[config.mk]
export PLATFORM = sky130hd
export DESIGN_NAME = binary_image_packer_flat
export DESIGN_NICKNAME = d
export VERILOG_FILES = /design/src/rtl/binary_image_packer_if.sv /design/src/rtl/binary_image_packer.sv /design/src/flat_wrapper.sv
export SDC_FILE = /design/constraint.sdc
export NUM_CORES = 1
export LEC_CHECK = 0
export BUFFER_PORTS_ARGS = -buffer_cell sky130_fd_sc_hd__buf_2
export CAP_MARGIN = 15
export CORE_MARGIN = 3
export CORE_UTILIZATION = 58
export DETAILED_ROUTE_END_ITERATION = 10
export PLACE_DENSITY = 0.81
export SETUP_SLACK_MARGIN = 0.5
export SYNTH_ARGS = -nofsm -noshare
export SYNTH_HDL_FRONTEND = slang
export SYNTH_SLANG_ARGS = --single-unit
[constraint.sdc]
create_clock -name clk -period 2.85 [get_ports clk]
set_input_delay 0.285 -clock clk [delete_from_list [all_inputs] [get_ports clk]]
set_output_delay 0.285 -clock clk [all_outputs]
set_load 0.005 [all_outputs]
[src/rtl/binary_image_packer_if.sv]
`default_nettype none
// ============================================================================
// Module      : binary_image_packer_if
// Description : Pixel-in / packed-word-out stream bundle for the binary image
//               packer. The slave modport is the packer's view; the master
//               modport is the view of whatever feeds and drains it.
// Revision    : 1.0 - initial release
// ============================================================================
interface binary_image_packer_if #(
    parameter int WORD_W = 32
);
    // Pixel stream (upstream -> packer)
    logic              pix_valid;
    logic              pix_ready;
    logic              pix_data;
    logic              invert;

    // Packed word stream (packer -> downstream)
    logic              out_valid;
    logic              out_ready;
    logic [WORD_W-1:0] out_data;
    logic              out_eol;
    logic              out_eof;

    // Frame status
    logic              frame_done;
    logic              busy;

    modport master (
        output pix_valid,
        output pix_data,
        output invert,
        output out_ready,
        input  pix_ready,
        input  out_valid,
        input  out_data,
        input  out_eol,
        input  out_eof,
        input  frame_done,
        input  busy
    );

    modport slave (
        input  pix_valid,
        input  pix_data,
        input  invert,
        input  out_ready,
        output pix_ready,
        output out_valid,
        output out_data,
        output out_eol,
        output out_eof,
        output frame_done,
        output busy
    );
endinterface
`default_nettype wire

[src/rtl/binary_image_packer.sv]
`default_nettype none
// ============================================================================
// Module      : binary_image_packer
// Description : Packs a raster-order stream of 1-bit pixels into WORD_W-bit
//               words. A word closes when it is full or when the row ends;
//               rows never share a word and row-end padding is zero. The
//               pixel polarity is latched once per frame at row 0 col 0.
//               The output word is a single register stage with
//               valid/ready flow control; pixel intake stalls only while a
//               word is held back by the downstream.
// Revision    : 1.0 - initial release
// ============================================================================
module binary_image_packer #(
    parameter int IMG_W     = 1920,
    parameter int IMG_H     = 1080,
    parameter int WORD_W    = 32,
    parameter int MSB_FIRST = 1
) (
    input  wire logic            clk,
    input  wire logic            rst_n,
    binary_image_packer_if.slave bus
);

    // ------------------------------------------------------------------------
    // Counter widths and terminal values
    // ------------------------------------------------------------------------
    localparam int C_COL_W  = (IMG_W  > 1) ? $clog2(IMG_W)  : 1;
    localparam int C_ROW_W  = (IMG_H  > 1) ? $clog2(IMG_H)  : 1;
    localparam int C_FILL_W = (WORD_W > 1) ? $clog2(WORD_W) : 1;

    localparam logic [C_COL_W-1:0]  C_COL_LAST  = C_COL_W'(IMG_W - 1);
    localparam logic [C_ROW_W-1:0]  C_ROW_LAST  = C_ROW_W'(IMG_H - 1);
    localparam logic [C_FILL_W-1:0] C_FILL_LAST = C_FILL_W'(WORD_W - 1);

    // ------------------------------------------------------------------------
    // State
    // ------------------------------------------------------------------------
    logic [C_COL_W-1:0]  col_q,  col_d;
    logic [C_ROW_W-1:0]  row_q,  row_d;
    logic [C_FILL_W-1:0] fill_q, fill_d;
    logic                inv_q,  inv_d;
    logic [WORD_W-1:0]   acc_q,  acc_d;

    logic                out_valid_q,  out_valid_d;
    logic [WORD_W-1:0]   out_data_q,   out_data_d;
    logic                out_eol_q,    out_eol_d;
    logic                out_eof_q,    out_eof_d;
    logic                frame_done_q, frame_done_d;
    logic                busy_q,       busy_d;

    // ------------------------------------------------------------------------
    // Combinational helpers
    // ------------------------------------------------------------------------
    logic                w_pix_ready;
    logic                w_accept;
    logic                w_out_fire;
    logic                w_frame_start;
    logic                w_inv_eff;
    logic                w_bit;
    logic                w_col_last;
    logic                w_row_last;
    logic                w_fill_last;
    logic                w_close;
    logic [C_FILL_W-1:0] w_bit_idx;
    logic [WORD_W-1:0]   w_bit_mask;
    logic [WORD_W-1:0]   w_word;

    // Intake stalls only while a finished word is held back downstream;
    // this depends on the output register and out_ready, never on pix_valid.
    assign w_pix_ready   = !(out_valid_q && !bus.out_ready);
    assign w_accept      = bus.pix_valid && w_pix_ready;
    assign w_out_fire    = out_valid_q && bus.out_ready;

    assign w_col_last    = (col_q  == C_COL_LAST);
    assign w_row_last    = (row_q  == C_ROW_LAST);
    assign w_fill_last   = (fill_q == C_FILL_LAST);
    assign w_frame_start = (col_q == '0) && (row_q == '0);

    // The first pixel of a frame already uses the freshly sampled polarity.
    assign w_inv_eff     = w_frame_start ? bus.invert : inv_q;
    assign w_bit         = bus.pix_data ^ w_inv_eff;

    // A word closes when full or at the end of a row, whichever is first.
    assign w_close       = w_accept && (w_fill_last || w_col_last);

    // Bit position of the current pixel within the word being assembled.
    generate
        if (MSB_FIRST != 0) begin : g_msb_first
            assign w_bit_idx = C_FILL_LAST - fill_q;
        end else begin : g_lsb_first
            assign w_bit_idx = fill_q;
        end
    endgenerate

    // Unwritten positions stay zero because the accumulator is cleared on
    // every close, so row-end padding is never affected by polarity.
    assign w_bit_mask = WORD_W'(w_bit) << w_bit_idx;
    assign w_word     = acc_q | w_bit_mask;

    // Next-state computation for counters, accumulator and output stage
    always_comb begin
        col_d        = col_q;
        row_d        = row_q;
        fill_d       = fill_q;
        inv_d        = inv_q;
        acc_d        = acc_q;
        out_valid_d  = out_valid_q;
        out_data_d   = out_data_q;
        out_eol_d    = out_eol_q;
        out_eof_d    = out_eof_q;
        frame_done_d = 1'b0;
        busy_d       = busy_q;

        if (w_accept) begin
            inv_d = w_inv_eff;

            if (w_close) begin
                acc_d  = '0;
                fill_d = '0;
            end else begin
                acc_d  = w_word;
                fill_d = fill_q + 1'b1;
            end

            if (w_col_last) begin
                col_d = '0;
                row_d = w_row_last ? '0 : row_q + 1'b1;
            end else begin
                col_d = col_q + 1'b1;
            end
        end

        // A closing word either fills an empty register or replaces one that
        // is leaving this very cycle; a held word blocks intake, so no overwrite.
        if (w_close) begin
            out_valid_d = 1'b1;
            out_data_d  = w_word;
            out_eol_d   = w_col_last;
            out_eof_d   = w_col_last && w_row_last;
        end else if (w_out_fire) begin
            out_valid_d = 1'b0;
        end

        frame_done_d = w_out_fire && out_eof_q;

        // A pixel of the next frame arriving alongside the eof handshake
        // keeps busy asserted without a gap.
        if (w_accept) begin
            busy_d = 1'b1;
        end else if (w_out_fire && out_eof_q) begin
            busy_d = 1'b0;
        end
    end

    // State registers with synchronous active-low reset
    always_ff @(posedge clk) begin
        if (!rst_n) begin
            col_q        <= '0;
            row_q        <= '0;
            fill_q       <= '0;
            inv_q        <= 1'b0;
            acc_q        <= '0;
            out_valid_q  <= 1'b0;
            out_data_q   <= '0;
            out_eol_q    <= 1'b0;
            out_eof_q    <= 1'b0;
            frame_done_q <= 1'b0;
            busy_q       <= 1'b0;
        end else begin
            col_q        <= col_d;
            row_q        <= row_d;
            fill_q       <= fill_d;
            inv_q        <= inv_d;
            acc_q        <= acc_d;
            out_valid_q  <= out_valid_d;
            out_data_q   <= out_data_d;
            out_eol_q    <= out_eol_d;
            out_eof_q    <= out_eof_d;
            frame_done_q <= frame_done_d;
            busy_q       <= busy_d;
        end
    end

    // ------------------------------------------------------------------------
    // Outputs
    // ------------------------------------------------------------------------
    assign bus.pix_ready  = w_pix_ready;
    assign bus.out_valid  = out_valid_q;
    assign bus.out_data   = out_data_q;
    assign bus.out_eol    = out_eol_q;
    assign bus.out_eof    = out_eof_q;
    assign bus.frame_done = frame_done_q;
    assign bus.busy       = busy_q;

endmodule
`default_nettype wire

[src/flat_wrapper.sv]
// flat-port wrapper written by rule: the top's interface ports become plain ports
module binary_image_packer_flat 
#(
    parameter int IMG_W     = 1920,
    parameter int IMG_H     = 1080,
    parameter int WORD_W    = 32,
    parameter int MSB_FIRST = 1
)
  (clk, rst_n, bus_pix_valid, bus_pix_data, bus_invert, bus_out_ready, bus_pix_ready, bus_out_valid, bus_out_data, bus_out_eol, bus_out_eof, bus_frame_done, bus_busy);
  binary_image_packer_if #(.WORD_W(WORD_W)) bus_i ();
  input  wire logic clk;
  input  wire logic rst_n;
  input wire logic [$bits(bus_i.pix_valid)-1:0] bus_pix_valid;
  input wire logic [$bits(bus_i.pix_data)-1:0] bus_pix_data;
  input wire logic [$bits(bus_i.invert)-1:0] bus_invert;
  input wire logic [$bits(bus_i.out_ready)-1:0] bus_out_ready;
  output wire logic [$bits(bus_i.pix_ready)-1:0] bus_pix_ready;
  output wire logic [$bits(bus_i.out_valid)-1:0] bus_out_valid;
  output wire logic [$bits(bus_i.out_data)-1:0] bus_out_data;
  output wire logic [$bits(bus_i.out_eol)-1:0] bus_out_eol;
  output wire logic [$bits(bus_i.out_eof)-1:0] bus_out_eof;
  output wire logic [$bits(bus_i.frame_done)-1:0] bus_frame_done;
  output wire logic [$bits(bus_i.busy)-1:0] bus_busy;
  assign bus_i.pix_valid = bus_pix_valid;
  assign bus_i.pix_data = bus_pix_data;
  assign bus_i.invert = bus_invert;
  assign bus_i.out_ready = bus_out_ready;
  assign bus_pix_ready = bus_i.pix_ready;
  assign bus_out_valid = bus_i.out_valid;
  assign bus_out_data = bus_i.out_data;
  assign bus_out_eol = bus_i.out_eol;
  assign bus_out_eof = bus_i.out_eof;
  assign bus_frame_done = bus_i.frame_done;
  assign bus_busy = bus_i.busy;
  binary_image_packer #(.IMG_W(IMG_W), .IMG_H(IMG_H), .WORD_W(WORD_W), .MSB_FIRST(MSB_FIRST)) u_core (.clk(clk), .rst_n(rst_n), .bus(bus_i));
endmodule
==> results.yml, run 1 <==
sta:
  maxSlewHeadroom_pct: 50.9
  final.setup_skew_ns: 0.0198
  tightest_slew_ns: 0.731
  setup_viol: 0
  rsz0062_at_grt: "true"
  final-max-slew-violation-count: 0
  post-route-period-util_pct: 79.7
  min_period_ns: 2.27
  setup_tns_ns: 0
  fmax_ghz: 0.440
  final_hold_viol_count: 0
  worst_slack_ns: 0.579
final_layout:
  fill_cells: 515
  area_delta_synth_final_pct: 15.0
  final_cell_mix: "dfxtp_1, nand2_1, o21ai_1"
  instances_no_fill: 577
  fin_nets: 507
  final_common_cell: "dfxtp_1"
  multiInputGateArea_um2: 1980
  insertedDiodeCount: 0
  final_cell_area_um2: 4620
  drive_above_1_share_pct: 17.2
  register_area_um2: 1950
clock_network:
  clk_path_buf_depth: 2
  clock_sinks: 97
  clkLatencyLatePin_ns: 0.38
  path_clk_slew_ns: 0.10
  cts_root_buf: "clkbuf_8"
  cts_tree: "yes"
  holdBufCountCts: 0
  cts_buffers: 9
  htree_levels: 3
global_routing:
  grt_antenna_before_repair: 0
  grt_pass1_vias: 3187
  grt_overflow_total: 0
  grt_max_degree: 75
  track_usage_pct: 24.5
  grt_pass1_wl_um: 15300
synthesis:
  syn_area_um2: 4020
  muxShareOfSynthArea_pct: 0.249
  synthXorXnorAreaFrac_pct: 3.71
  synth_cell_types: 44
  syn_inst: 459
  syn_nets: 471
  yosys_warnings: 0
  synth_fa_ha_area_share_pct: 1.87
  postSynthAreaPerCell_um2: 8.75
  yosys_register_bits: 97
  synth_top_family_by_area: "simple AND/OR/NAND/NOR gates"
  seq_area_frac_synth_pct: 48.4
  yosys.area_share.simple_pct: 21.8
  synth-compound-area-share_pct: 20.3
flow_run:
  cap_violations: 0
placement:
  gp_congestion: 0.872
  pre_cts_slack_ns: 0.424
  dp.final_hpwl_um: 6080
  dp.cells: 558
  placed_area_um2: 4310
  portBuffers: 43
power_and_ir_drop:
  clock_power_share_pct: 38.6
  pwr-share-seq_pct: 55.7
  power_density_nw_per_um2: 535
  netSwitchingFraction_pct: 25.5
  p_leak_nw: 1.65
  combPwrFrac_pct: 5.7
  power.switching_w: 0.000630
  ir_worst_vdd_mv: 0.270
  power.internal_w: 0.00184
outcome:
  status: "finished, final reports clean"
critical_path:
  arrival_ns: 2.56
  r2r-start: "u_core.row_q[6]$_SDFFE_PN0P_"
  endpoint: "u_core.acc_q[24]$_SDFFE_PN0P_"
  r2r_cells: 6
  start_kind: "flop"
  worstSetupPathType: "flop to flop"
  reg2reg_to: "u_core.acc_q[24]$_SDFFE_PN0P_"
  endpoint_kind: "flop"
  crit_required_ns: 3.14
  cp_max_fo: 16
  ff2ff_setup_slack_ns: 0.58
  crit_start: "u_core.row_q[6]$_SDFFE_PN0P_"
routing:
  first_pass_iters: 5
  postRouteAntennaNets: 0
  drt_wl_total_um: 9550
  route.detailed.drc: 0
  vias: 3616
  wire_per_inst_um: 16.6
  drt_iter0_drc: 269
  viasPerCell: 6.27
die:
  start_util_pct: 61.5
  boundaryPins: 44
  die_w_um: 89.2
  die_area_um2: 7960
  die_h_um: 89.2
  core_um2: 6530
  row_count: 29
worst_hold_path:
  min_path_type: "primary input to flop"
## per-layer routing
layer | wire [µm] | global-route usage [%] | part of all wire [%]
met4 | 174 | 9.74 | 1.8
met3 | 577 | 3.41 | 6.0
met1 | 4290 | 35.0 | 45
met5 | 0 | 0 | 0
met2 | 4510 | 37.4 | 47
## logic make-up after synthesis
group                    count (synthesis)
AO/OA/AOI/OAI                          129
AND/OR/NAND/NOR                        173
flip-flops                              97
adder cells (fa/ha/maj)                  6
multiplexers                             1
buffers and inverters                   36
XOR/XNOR                                17
## sequential cells by signal, indices dropped and copies added, names as in the netlist
register and flops:
u_core.bus.out_eol 1, u_core.acc_q 32, u_core.bus.out_eof 1, u_core.bus.out_data 32
u_core.bus.busy 1, u_core.fill_q 5, u_core.inv_q 1, u_core.row_q 11
u_core.col_q 11, u_core.bus.frame_done 1, u_core.bus.out_valid 1
## final cells by class
class	count	share of cell area (%)
multi-input cells	326	43.0
flip-flops and latches	97	42.1
repair buffers	55	7.64
clock buffers	9	2.68
well taps	77	2.09
clock inverters	7	2.01
inverters	6	0.488
## cells in the mapped netlist, drive strengths merged
library cell	n	area, µm²
mux2i	1	10.0
nand3b	2	15.0
inv	6	22.5
o31ai	3	22.5
nand3	21	105
a22oi	33	248
o21ai	70	350
buf	7	37.5
nor4	9	56.3
and2	2	12.5
o41a	1	11.3
or2	1	6.26
nor3b	3	22.5
nand4	7	43.8
nor3	8	40.0
nor2	30	115
dfxtp	97	1940
ha	6	75.1
a221oi	3	26.3
xnor2	12	105
and4b	2	20.0
nand2b	7	43.8
and3	4	25.0
or4	6	52.6
and3b	2	17.5
nand4b	3	26.3
xor2	5	43.8
clkbuf	23	86.3
o22ai	1	6.26
and4	2	17.5
or4bb	1	11.3
a31oi	1	6.26
nor4b	2	17.5
a41oi	1	8.76
nand2	61	229
a2111oi	4	72.6
a2bb2oi	1	8.76
a21oi	11	55.1
## metrics by stage
step / hold WS (ns) / total power, W / utilization [%]
after CTS: 0.192 / 0.00246 / 69.3
after floorplan: 0.426 / 0.00149 / -
final: 0.201 / 0.00247 / 70.7
after global routing: 0.205 / 0.00256 / 70.7
after global placement: 0.434 / 0.00153 / 65.9
after detailed placement: 0.442 / 0.00153 / 65.9
## worst max-delay path, cell delays in order, from the launching register on
cell	delay, ns
dfxtp_2	0.36
or4_4	0.56
or4_4	0.61
a2111oi_4	0.22
nor2_1	0.09
buf_6	0.17
o21ai_0	0.17
## worst min-delay path by stage
stage	start	to	slack (ns)	cells past startpoint
after global placement	u_core.acc_q[14]$_SDFFE_PN0P_	u_core.acc_q[14]$_SDFFE_PN0P_	0.43	2
final	bus_invert	u_core.inv_q$_SDFFE_PN0P_	0.20	3
after detailed placement	u_core.acc_q[5]$_SDFFE_PN0P_	u_core.acc_q[5]$_SDFFE_PN0P_	0.44	2
after floorplan	u_core.acc_q[0]$_SDFFE_PN0P_	u_core.acc_q[0]$_SDFFE_PN0P_	0.43	2
after global routing	bus_out_ready	u_core.bus.frame_done$_SDFF_PN0_	0.20	3
after CTS	bus_out_ready	u_core.bus.frame_done$_SDFF_PN0_	0.19	3
## power groups by stage
| stage | Sequential [W] | Clock (W) | Combinational, W |
|---|---|---|---|
| after floorplan | 0.00140 | 0 | 0.0000898 |
| after global placement | 0.00141 | 0 | 0.000119 |
| after detailed placement | 0.00141 | 0 | 0.000122 |
| after CTS | 0.00138 | 0.000963 | 0.000123 |
| after global routing | 0.00138 | 0.00103 | 0.000154 |
| final | 0.00138 | 0.000954 | 0.000140 |
## repair_timing
item | 4_1_cts | 5_1_grt
setup buffers | 0 | 1
gates cloned | 0 | 2
pin swaps | 1 | 3
resized for setup | 1 | 21
setup endpoints to repair | 38 | 64
hold endpoints to repair | 0 | 0
Power figures use the tool's default switching activity.
==> run 2, diff against run 1 <==
--- a/config.mk
+++ b/config.mk
@@ -8,9 +8,9 @@
 export BUFFER_PORTS_ARGS = -buffer_cell sky130_fd_sc_hd__buf_2
 export CAP_MARGIN = 15
 export CORE_MARGIN = 3
-export CORE_UTILIZATION = 58
+export CORE_UTILIZATION = 52
 export DETAILED_ROUTE_END_ITERATION = 10
-export PLACE_DENSITY = 0.81
+export PLACE_DENSITY = 0.77
 export SETUP_SLACK_MARGIN = 0.5
 export SYNTH_ARGS = -nofsm -noshare
 export SYNTH_HDL_FRONTEND = slang
==> constraint.sdc (replaced) <==
create_clock -name clk -period 1.95 [get_ports clk]
set_input_delay 0.195 -clock clk [delete_from_list [all_inputs] [get_ports clk]]
set_output_delay 0.195 -clock clk [all_outputs]
set_load 0.005 [all_outputs]
==> run 2 against run 1 <==
Compared with the run above: the flow now finishes with violations (negative setup slack); design area up 26%; critical path depth is the same; core utilization up 8.1 points; clock power up 46%; worst setup slack worse by 0.90 ns; die area is 11% higher; sequential power up 46%; sequential share of layout area is 8.3 points lower; clock skew down 0.0053 ns; global-route usage down 0.34 points; sequential cell count unchanged; highest routed layer unchanged.
==> results.yml, run 2 (same netlist as run 1, synthesis figures left out) <==
routing:
  route.detailed.drc: 0
  viasPerCell: 6.20
  wire_per_inst_um: 19.6
  drt_wl_total_um: 12800
  first_pass_iters: 5
  drt_iter0_drc: 277
  vias: 4059
  postRouteAntennaNets: 0
critical_path:
  arrival_ns: 2.58
  cp_max_fo: 5
  endpoint_kind: "flop"
  start_kind: "flop"
  r2r-start: "u_core.col_q[10]$_SDFFE_PN0P_"
  worstSetupPathType: "flop to flop"
  crit_required_ns: 2.26
  ff2ff_setup_slack_ns: -0.32
  crit_start: "u_core.col_q[10]$_SDFFE_PN0P_"
sta:
  final.setup_skew_ns: 0.0145
  setup_tns_ns: -16.80
  final-max-slew-violation-count: 0
  fmax_ghz: 0.441
  setup_viol: 65
  worst_slack_ns: -0.317
  tightest_slew_ns: 0.555
  maxSlewHeadroom_pct: 63.0
  final_hold_viol_count: 0
  post-route-period-util_pct: 116
  min_period_ns: 2.27
  rsz0062_at_grt: "true"
final_layout:
  final_cell_area_um2: 5800
  fin_nets: 563
  instances_no_fill: 655
  final_cell_mix: "dfxtp_1, nand2_1, o21ai_2"
  insertedDiodeCount: 0
  final_common_cell: "dfxtp_1"
  area_delta_synth_final_pct: 44.6
  fill_cells: 446
  drive_above_1_share_pct: 44.6
outcome:
  violations: "negative setup slack"
  status: "finished, violations left"
global_routing:
  grt_antenna_before_repair: 0
  grt_overflow_total: 0
  grt_pass1_wl_um: 17100
  grt_pass1_vias: 3553
  track_usage_pct: 24.2
  grt_max_degree: 41
clock_network:
  clock_sinks: 97
  holdBufCountCts: 0
  clkLatencyLatePin_ns: 0.37
  htree_levels: 3
  cts_tree: "yes"
  path_clk_slew_ns: 0.11
  cts_buffers: 9
  cts_root_buf: "clkbuf_8"
  clk_path_buf_depth: 2
power_and_ir_drop:
  power_density_nw_per_um2: 642
  power.total_w: 0.00373
  ir_worst_vdd_mv: 0.484
  p_leak_nw: 2.18
placement:
  portBuffers: 43
  pre_cts_slack_ns: -0.321
  dp.cells: 610
  gp_congestion: 0.803
  placed_area_um2: 4680
  dp.final_hpwl_um: 6510
die:
  boundaryPins: 44
  die_area_um2: 8810
  die_w_um: 93.9
  row_count: 31
  core_um2: 7370
  start_util_pct: 54.5
  die_h_um: 93.9
worst_hold_path:
  hold_start: "bus_out_ready"
  min_path_type: "primary input to flop"
flow_run:
  cap_violations: 0
-- run 2: critical path, stage by stage (launching register included) --
cell and delay, ns:
dfxtp_2 0.34, or4_4 0.54, or4_4 0.62, a2111oi_4 0.31, nor2_4 0.11, clkbuf_16 0.18
o21ai_2 0.10
-- run 2: final timing paths --
check,endpoint,cells past startpoint
worst max register to register,u_core.bus.out_data[2]$_SDFFE_PN0P_,6
worst max-delay path,u_core.bus.out_data[2]$_SDFFE_PN0P_,6
worst min-delay path,u_core.bus.frame_done$_SDFF_PN0_,3
worst min register to register,u_core.acc_q[4]$_SDFFE_PN0P_,2
-- run 2: final cells by class --
class	count	area [µm²]	share of cell area (%)
clock buffers	9	124	2.13
clock inverters	7	83.8	1.44
inverters	6	22.5	0.388
multi-input cells	328	2630	45.2
flip-flops and latches	97	1960	33.8
well taps	99	124	2.13
repair buffers	109	861	14.8
-- run 2: power by group --
part           internal [W]  total, W  switching (W)
clock network      0.000618   0.00139       0.000776
logic              0.000120  0.000326       0.000205
registers           0.00199   0.00201      0.0000144
total               0.00273   0.00373       0.000996
-- run 2: what timing repair did --
action / in CTS / in global routing
hold endpoints to repair: 0 / 0
cloned: 2 / 3
buffers inserted: 11 / 13
resized for setup: 55 / 113
setup endpoints to repair: 92 / 93
pin swaps: 31 / 44
-- run 2: metrics by stage --
step	util, %	hold slack, ns
2_1_floorplan	-	0.342
3_3_place_gp	63.5	0.435
3_5_place_dp	63.5	0.441
4_1_cts	70.7	0.0727
5_1_grt	78.8	0.0918
6_report	78.8	0.0882
-- run 2: routing by layer --
metal	part of all wire, %	vias up	global-route usage [%]
met4	3.0	0	8.30
met3	6.3	33	4.81
met2	51	198	42.1
met1	40	1979	29.6
met5	0	-	0
li1	-	1849	-
